## config.mk

```make
export PLATFORM = sky130hd
export DESIGN_NAME = ldtu_gain_selection
export DESIGN_NICKNAME = d
export VERILOG_FILES = /design/src/rtl/ldtu_pkg.sv /design/src/rtl/ldtu_delay_line.sv /design/src/rtl/ldtu_gain_selection.sv
export SDC_FILE = /design/constraint.sdc
export NUM_CORES = 1
export LEC_CHECK = 0
export ABC_CLOCK_PERIOD_IN_PS = 1650
export BUFFER_PORTS_ARGS = -buffer_cell sky130_fd_sc_hd__buf_4
export CAP_MARGIN = 0
export CORE_ASPECT_RATIO = 1.5
export CORE_MARGIN = 5
export CORE_UTILIZATION = 40
export DETAILED_ROUTE_END_ITERATION = 6
export HOLD_SLACK_MARGIN = 0.06
export PLACE_DENSITY = 0.61
export SYNTH_ARGS = -nofsm -noshare
export SYNTH_HDL_FRONTEND = slang
export SYNTH_SLANG_ARGS = --single-unit
```

## constraint.sdc

```tcl
create_clock -name DCLK_1 -period 1.65 [get_ports DCLK_1]
set_input_delay 0 -clock DCLK_1 [delete_from_list [all_inputs] [get_ports DCLK_1]]
set_output_delay 0 -clock DCLK_1 [all_outputs]
set_load 0.005 [all_outputs]
```

## src/rtl/ldtu_pkg.sv

```systemverilog
// ---------------------------------------------------------------------------
// ldtu_pkg
// Shared constants for the LDTU gain-selection slice.
//   Nbits_12       : width of one baseline-subtracted sample
//   LOOKAHEAD_DEF  : default look-ahead depth (pre-saturation samples)
//   CNT_W          : window counter width; 2**CNT_W must exceed LOOKAHEAD+15
//   GAIN_FLAG_G1   : flag value marking a gain_1 sample
//   OUT_W, FLAG_BIT, DATA_MSB, DATA_LSB : layout of the 13-bit encoder word
// ---------------------------------------------------------------------------
package ldtu_pkg;
   localparam int Nbits_12      = 12;
   localparam int LOOKAHEAD_DEF = 8;
   localparam int CNT_W         = 5;
   localparam logic GAIN_FLAG_G1 = 1'b1;

   localparam int OUT_W    = Nbits_12 + 1;
   localparam int FLAG_BIT = Nbits_12;
   localparam int DATA_MSB = Nbits_12 - 1;
   localparam int DATA_LSB = 0;
endpackage

```

## src/rtl/ldtu_delay_line.sv

```systemverilog
// ---------------------------------------------------------------------------
// ldtu_delay_line
// WIDTH x DEPTH shift register advancing every clock; tap is the sample that
// entered DEPTH cycles earlier. All stages clear synchronously on rst_b low.
// Ports:
//   DCLK_1  in   clock
//   rst_b   in   synchronous active-low clear
//   din     in   WIDTH  new sample
//   tap     out  WIDTH  oldest stage
// ---------------------------------------------------------------------------
module ldtu_delay_line #(
   parameter int WIDTH = 12,
   parameter int DEPTH = 8
) (
   input  logic             DCLK_1,
   input  logic             rst_b,
   input  logic [WIDTH-1:0] din,
   output logic [WIDTH-1:0] tap
);

   logic [WIDTH-1:0] stage_reg [DEPTH];

   always_ff @(posedge DCLK_1) begin
      if (!rst_b) begin
         for (int i = 0; i < DEPTH; i++) begin
            stage_reg[i] <= '0;
         end
      end else begin
         stage_reg[0] <= din;
         for (int i = 1; i < DEPTH; i++) begin
            stage_reg[i] <= stage_reg[i-1];
         end
      end
   end

   assign tap = stage_reg[DEPTH-1];

endmodule

```

## src/rtl/ldtu_gain_selection.sv

```systemverilog
// ---------------------------------------------------------------------------
// ldtu_gain_selection
// Merges the gain_1 and gain_10 streams into one 13-bit encoder stream.
// gain_10 is used by default; a saturating gain_10 input sample switches the
// output to gain_1 from LOOKAHEAD samples before the hit until time_window
// samples after it. Both streams pass through LOOKAHEAD-deep delay lines so
// the switch can reach back before the hit.
// Ports:
//   DCLK_1            in   clock
//   rst_b             in   synchronous active-low reset
//   DATA_gain_01      in   12  gain_1 sample
//   DATA_gain_10      in   12  gain_10 sample
//   SATURATION_value  in   12  gain_10 saturation threshold (unsigned >=)
//   time_window       in   4   post-saturation samples kept on gain_1
//   forceG1           in   1   force gain_1 (priority over forceG10)
//   forceG10          in   1   force gain_10
//   DATA_to_enc       out  13  {gain_flag, sample}, gain_flag 1 = gain_1
//   sat_window        out  1   registered auto-selection (ignores force)
//   SeuError          out  1   constant 0
// LOOKAHEAD must lie in 1..15 and satisfy 2**CNT_W > LOOKAHEAD+15.
// ---------------------------------------------------------------------------
module ldtu_gain_selection
   import ldtu_pkg::*;
#(
   parameter int LOOKAHEAD = LOOKAHEAD_DEF
) (
   input  logic                DCLK_1,
   input  logic                rst_b,
   input  logic [Nbits_12-1:0] DATA_gain_01,
   input  logic [Nbits_12-1:0] DATA_gain_10,
   input  logic [Nbits_12-1:0] SATURATION_value,
   input  logic [3:0]          time_window,
   input  logic                forceG1,
   input  logic                forceG10,
   output logic [OUT_W-1:0]    DATA_to_enc,
   output logic                sat_window,
   output logic                SeuError
);

   logic [Nbits_12-1:0] tap_g01;
   logic [Nbits_12-1:0] tap_g10;
   logic [CNT_W-1:0]    cnt_reg;
   logic [CNT_W-1:0]    cnt_next;
   logic                sat_now;
   logic                sel_g1;
   logic                final_sel;
   logic [Nbits_12-1:0] final_data;

   ldtu_delay_line #(.WIDTH(Nbits_12), .DEPTH(LOOKAHEAD)) u_dly_g01 (
      .DCLK_1 (DCLK_1),
      .rst_b  (rst_b),
      .din    (DATA_gain_01),
      .tap    (tap_g01)
   );

   ldtu_delay_line #(.WIDTH(Nbits_12), .DEPTH(LOOKAHEAD)) u_dly_g10 (
      .DCLK_1 (DCLK_1),
      .rst_b  (rst_b),
      .din    (DATA_gain_10),
      .tap    (tap_g10)
   );

   // Detection looks at the undelayed sample, so the current hit selects
   // the tap that entered LOOKAHEAD cycles ago: that is the reach-back.
   assign sat_now = (DATA_gain_10 >= SATURATION_value);

   // Counter covers the remaining LOOKAHEAD+time_window taps after the hit;
   // any new hit reloads it so overlapping windows merge.
   always_comb begin
      cnt_next = cnt_reg;
      if (sat_now) begin
         cnt_next = CNT_W'(LOOKAHEAD) + CNT_W'(time_window);
      end else if (cnt_reg != '0) begin
         cnt_next = cnt_reg - 1'b1;
      end
   end

   assign sel_g1 = sat_now | (cnt_reg != '0);

   always_comb begin
      final_sel = sel_g1;
      if (forceG1) begin
         final_sel = GAIN_FLAG_G1;
      end else if (forceG10) begin
         final_sel = ~GAIN_FLAG_G1;
      end
      final_data = (final_sel == GAIN_FLAG_G1) ? tap_g01 : tap_g10;
   end

   always_ff @(posedge DCLK_1) begin
      if (!rst_b) begin
         cnt_reg     <= '0;
         DATA_to_enc <= '0;
         sat_window  <= 1'b0;
      end else begin
         cnt_reg                        <= cnt_next;
         DATA_to_enc[FLAG_BIT]          <= final_sel;
         DATA_to_enc[DATA_MSB:DATA_LSB] <= final_data;
         sat_window                     <= sel_g1;
      end
   end

   assign SeuError = 1'b0;

endmodule
```

# == Word level (Yosys, flattened, before mapping) ==
# Memory sizes are Yosys's and may differ from the RTL's.
# Cells that the tools add are included.
# totals
reg_bits,19
mem_bits_rw,192
input_bits,44
output_inout_bits,15
word_cells,50
n_memories,2
# classes
add_sub_neg,2
magnitude_cmp,1
n_mux,23
bitwise,17
reduce_logical,2
# mem_list
name,words,width,rd,rd_clocked_by_memory_dff,wr,line_no,rtl
u_dly_g01.stage_reg,8,12,8,0,8,ldtu_delay_line.sv:21,logic [WIDTH-1:0] stage_reg [DEPTH];
u_dly_g10.stage_reg,8,12,8,0,8,ldtu_delay_line.sv:21,
# ops
operator,n
$mux W12,17
$or A1 B1 Y1,17
$ge A12 B12 Y1,1
$mux W5,2
$add A4 B4 Y5 const A,1
$reduce_bool A5 Y1,1
$sub A5 B1 Y5 const B,1
$mux W1,4
$reduce_bool A2 Y1,1

# == Depth between registers and ports, before layout ==
# logic_depth
word_depth,5
depth_mapped,9
depth_no_buf,7

# == Cells and area by module ==
# From an unflattened synthesis, not the netlist that was laid out.
# hier_totals
cells_unflattened,566
area_unflattened_um2,6577.6
# modules_own_cells
module,n_inst,cells_per_inst,area_each_um2
ldtu_delay_line,2,214,2693.8
ldtu_gain_selection,1,138,1189.9

# == Least setup slack after synthesis ==
# Ideal clock, no wire load.
# synth_path
kind,reg-to-reg
from,register cnt_reg[0]
to,register DATA_to_enc[0]
arrival_time_ps,1679
required_ps,1507
path_slack_ps,-172
stages_incl_launch_ff,10
synth_period_minus_slack_ps,1822
cell_sequence,dfxtp_1 -> inv_1 -> ha_1 -> inv_1 -> or4_4 -> buf_6 -> nor3_4 -> o21a_4 -> buf_12 -> o221ai_2
# synth_via
elab_chain_cells,5
# synth_rtl
item,line_no,rtl
"start, declared",ldtu_gain_selection.sv:42,logic [CNT_W-1:0] cnt_reg;
"start signal, assigned",ldtu_gain_selection.sv:96,cnt_reg <= cnt_next;
$reduce_bool A5 Y1,ldtu_gain_selection.sv:78,assign sel_g1 = sat_now | (cnt_reg != '0);
$or A1 B1 Y1,ldtu_gain_selection.sv:78,
$mux W1,ldtu_gain_selection.sv:84,end else if (forceG10) begin
$mux W1,ldtu_gain_selection.sv:82,if (forceG1) begin
$mux W12,ldtu_gain_selection.sv:87,final_data = (final_sel == GAIN_FLAG_G1) ? tap_g01 : tap_g10;
"end signal, assigned by index",ldtu_gain_selection.sv:97,DATA_to_enc[FLAG_BIT] <= final_sel;
"end signal, assigned by index",ldtu_gain_selection.sv:98,DATA_to_enc[DATA_MSB:DATA_LSB] <= final_data;
"end, declared",ldtu_gain_selection.sv:35,"output logic [OUT_W-1:0] DATA_to_enc,"
# No other way between the ends.
# A chain may end at the register's enable or synchronous reset.

# == Final worst setup path ==
# layout_path
from,register cnt_reg[1]
to,register DATA_to_enc[10]
# Same word-level chain as after synthesis.

==> metrics.txt <==
largest net degree at the start of global routing=119; CP endpoint=DATA_to_enc[10]; Via density=4.41; Area after DPL=7170 um^2; final WL=9.80 mm; WHS=0.272 ns; number of global-route vias before repair=3784; flops & latches, synth=211; drt pass-1 iters=4; Rel. slew slack=0.392; final setup vio count=14; crit path cell chain=inv_2, ha_4, inv_2, or4_4, buf_12, nor4_2, o21ai_1, o221ai_2; slowest cell on the critical path=or4_4; Hold WC Path Type=input pin to register; crit path DAT=2.15 ns; Core ar.=16100 um^2; post-route cell area=8370 um^2; most used cell, CP=inv_2; Longest Clk Path Bufs=3; Reg2Reg Depth=8; first-pass GRT wire length=16.4 mm; Die Y=166 um; H-tree depth=1; setup TNS=-0.974 ns; final worst-path cycle share=1.07; Mapped Nets=630; CP startpoint kind=register; area growth from synthesis to final layout=28.5%; R2R Setup Slk=-0.11 ns; status=complete, but fails checks; DRC errors left=0; share of the synthesized area in the top cell type=0.648; reg2reg start=cnt_reg[1]; GRT met2 Usage=0.183; failing checks=negative setup slack; Setup WS post-layout=-0.108 ns; I/O pin count=59; fin nets=727; standard-cell rows=57; Worst Path Required=2.04 ns; fraction of registers with async set/reset=0; clock slew at reported path FFs=0.06 ns; crit path capture type=register; die area=19000 um^2; Synth cell types=33; Final Max Tran Viols=0; critical path depth in cells=8; Slew @ Worst Pin=0.906 ns; Post-synth EDFFs=0; Port Buffer Count=57; unrepaired setup endpoints after global routing=true; CP max FO=13; M1 GR Usage=0.114; Routed Antenna Nets=0; IR drop worst, VDD=0.902 mV; clk_lat worst skew=0.47 ns; Area contributors post-synth=dfxtp_1 65%, and2_1 18%, ha_1 2.5%, o221ai_2 2.1%, clkbuf_1 1.8%; Bufs and invs on worst path=3; CTS buffer count=20; Synth Area per Inst=11.4 um^2; Fmax achieved=569 MHz; crit path launch=cnt_reg[1]; First DRT Iteration DRCs=126; main flop type after synthesis=dfxtp_1; share of layout cells above drive strength 1=0.199; gpl congestion=0.847; Vias=3922; Mapped Cells=573; # diodes=0; largest stage delay on the critical path=0.47 ns; grt ovf=0; synthesized area=6510 um^2; Die Width=114 um; min Tclk post-route=1.76 ns; Max Cap Viol=0; grt met3 use=0.0233; Worst R2R End=DATA_to_enc[10]; DP HPWL=5.84 mm; power per cell area=1330 nW/um^2; Sink Count=211; Seq/Total Area, Yosys=0.648; GRT busiest layer=met2; count leader, synth=dfxtp_1; critical setup path kind=register to register; Initial Util=0.404; Yosys warning total=0; Crit path max-delay family=simple AND/OR/NAND/NOR gates; post-synth top area cell=dfxtp_1; Leakage Power=3.51 nW; synth cell count leaders=211 x dfxtp_1, 192 x and2_1, 32 x clkbuf_1, 23 x nand2_1, 15 x inv_1; clk_skew=0.00537 ns; CTS tree=yes; Hold Vio Cnt, Final=0; initial antenna violation count=0; routed length per instance=11.0 um; CTS root buffer=clkbuf_16; Total GRT Usage=0.102
-- repair_timing --
| item | in CTS | in global routing |
|---|---|---|
| hold buffers | 35 | 0 |
| endpoints found under the setup margin | 13 | 19 |
| gates resized for setup | 9 | 16 |
| setup buffers | 2 | 2 |
| pin swaps | 1 | 4 |
| endpoints found under the hold margin | 43 | 0 |
| gates cloned | 1 | 0 |
-- area by class of cell --
class	instances	area (um^2)
clock buffers	28	582
inverters	15	56.3
fillers	1426	7750
well taps	206	258
multi-input cells	312	2170
repair buffers	110	955
flip-flops and latches	211	4230
clock inverters	8	124
-- per-layer routing --
layer	routed length (um)	vias up
met2	5020	97
li1	-	2020
met5	0	-
met1	3890	1777
met3	585	28
met4	308	0
-- power by group --
part / internal [W] / switching, W / leakage (nW)
Combinational: 0.000586 / 0.000533 / 1.45
Clock: 0.00294 / 0.00176 / 0.340
Sequential: 0.00524 / 0.0000468 / 1.72
Total: 0.00876 / 0.00234 / 3.51
-- cells in the final DEF, fill, tap and decap left out, types with 2 or more instances in the layout --
master / instances
a21oi_1: 5
and2_1: 192
buf_12: 3
buf_4: 71
bufinv_16: 3
clkbuf_1: 4
clkbuf_16: 21
clkbuf_8: 3
clkinv_2: 2
clkinvlp_4: 2
dfxtp_1: 210
dlygate4sd3_1: 35
ha_1: 12
inv_1: 12
inv_2: 3
mux2i_1: 5
nand2_1: 23
nand2b_1: 2
nand3_1: 14
nor2_1: 2
nor3_1: 2
nor4_1: 6
nor4_2: 5
o21a_4: 2
o21ai_1: 14
o221ai_2: 11
xor2_1: 2
-- through the flow --
| stage | worst slack [ns] | utilization | cells | total power, W |
|---|---|---|---|---|
| 2_1_floorplan | -0.113 | - | 573 | 0.00597 |
| 3_3_place_gp | -0.110 | 0.445 | 814 | 0.00618 |
| 3_5_place_dp | -0.237 | 0.445 | 814 | 0.00624 |
| 4_1_cts | -0.117 | 0.514 | 888 | 0.0111 |
| 5_1_grt | -0.216 | 0.519 | 890 | 0.0116 |
| 6_report | -0.108 | 0.519 | 890 | 0.0111 |
-- cells by family (layout without fill, tap and decap cells) --
group,Yosys count,in the layout,share of synthesized area
xor gates and xnor gates,3,3,0.00403
adders and majority gates,13,13,0.0250
muxes,5,5,0.00768
and+or+nand+nor,251,251,0.231
buffers and inverters,51,161,0.0348
DFF,211,211,0.648
AOI/OAI and AO/OA,38,39,0.0490
other,1,1,0.000576
-- worst min path at each step --
stage	from	to	slack [ns]	cells after the start
5_1_grt	DATA_gain_10[6]	u_dly_g10.stage_reg[0][6]	0.27	3
3_5_place_dp	DATA_gain_01[9]	u_dly_g01.stage_reg[0][9]	0.21	2
3_3_place_gp	DATA_gain_01[8]	u_dly_g01.stage_reg[0][8]	0.21	2
6_report	DATA_gain_01[3]	u_dly_g01.stage_reg[0][3]	0.27	3
4_1_cts	DATA_gain_01[3]	u_dly_g01.stage_reg[0][3]	0.25	3
2_1_floorplan	DATA_gain_10[0]	u_dly_g10.stage_reg[0][0]	0.12	1
-- tightest hold or removal path, delay by kind of cell --
kind	cells	cell delay, ns
buf+inv	2	0.61
simple gates	1	0.10
Note: power is estimated with default switching activity, not from simulation.
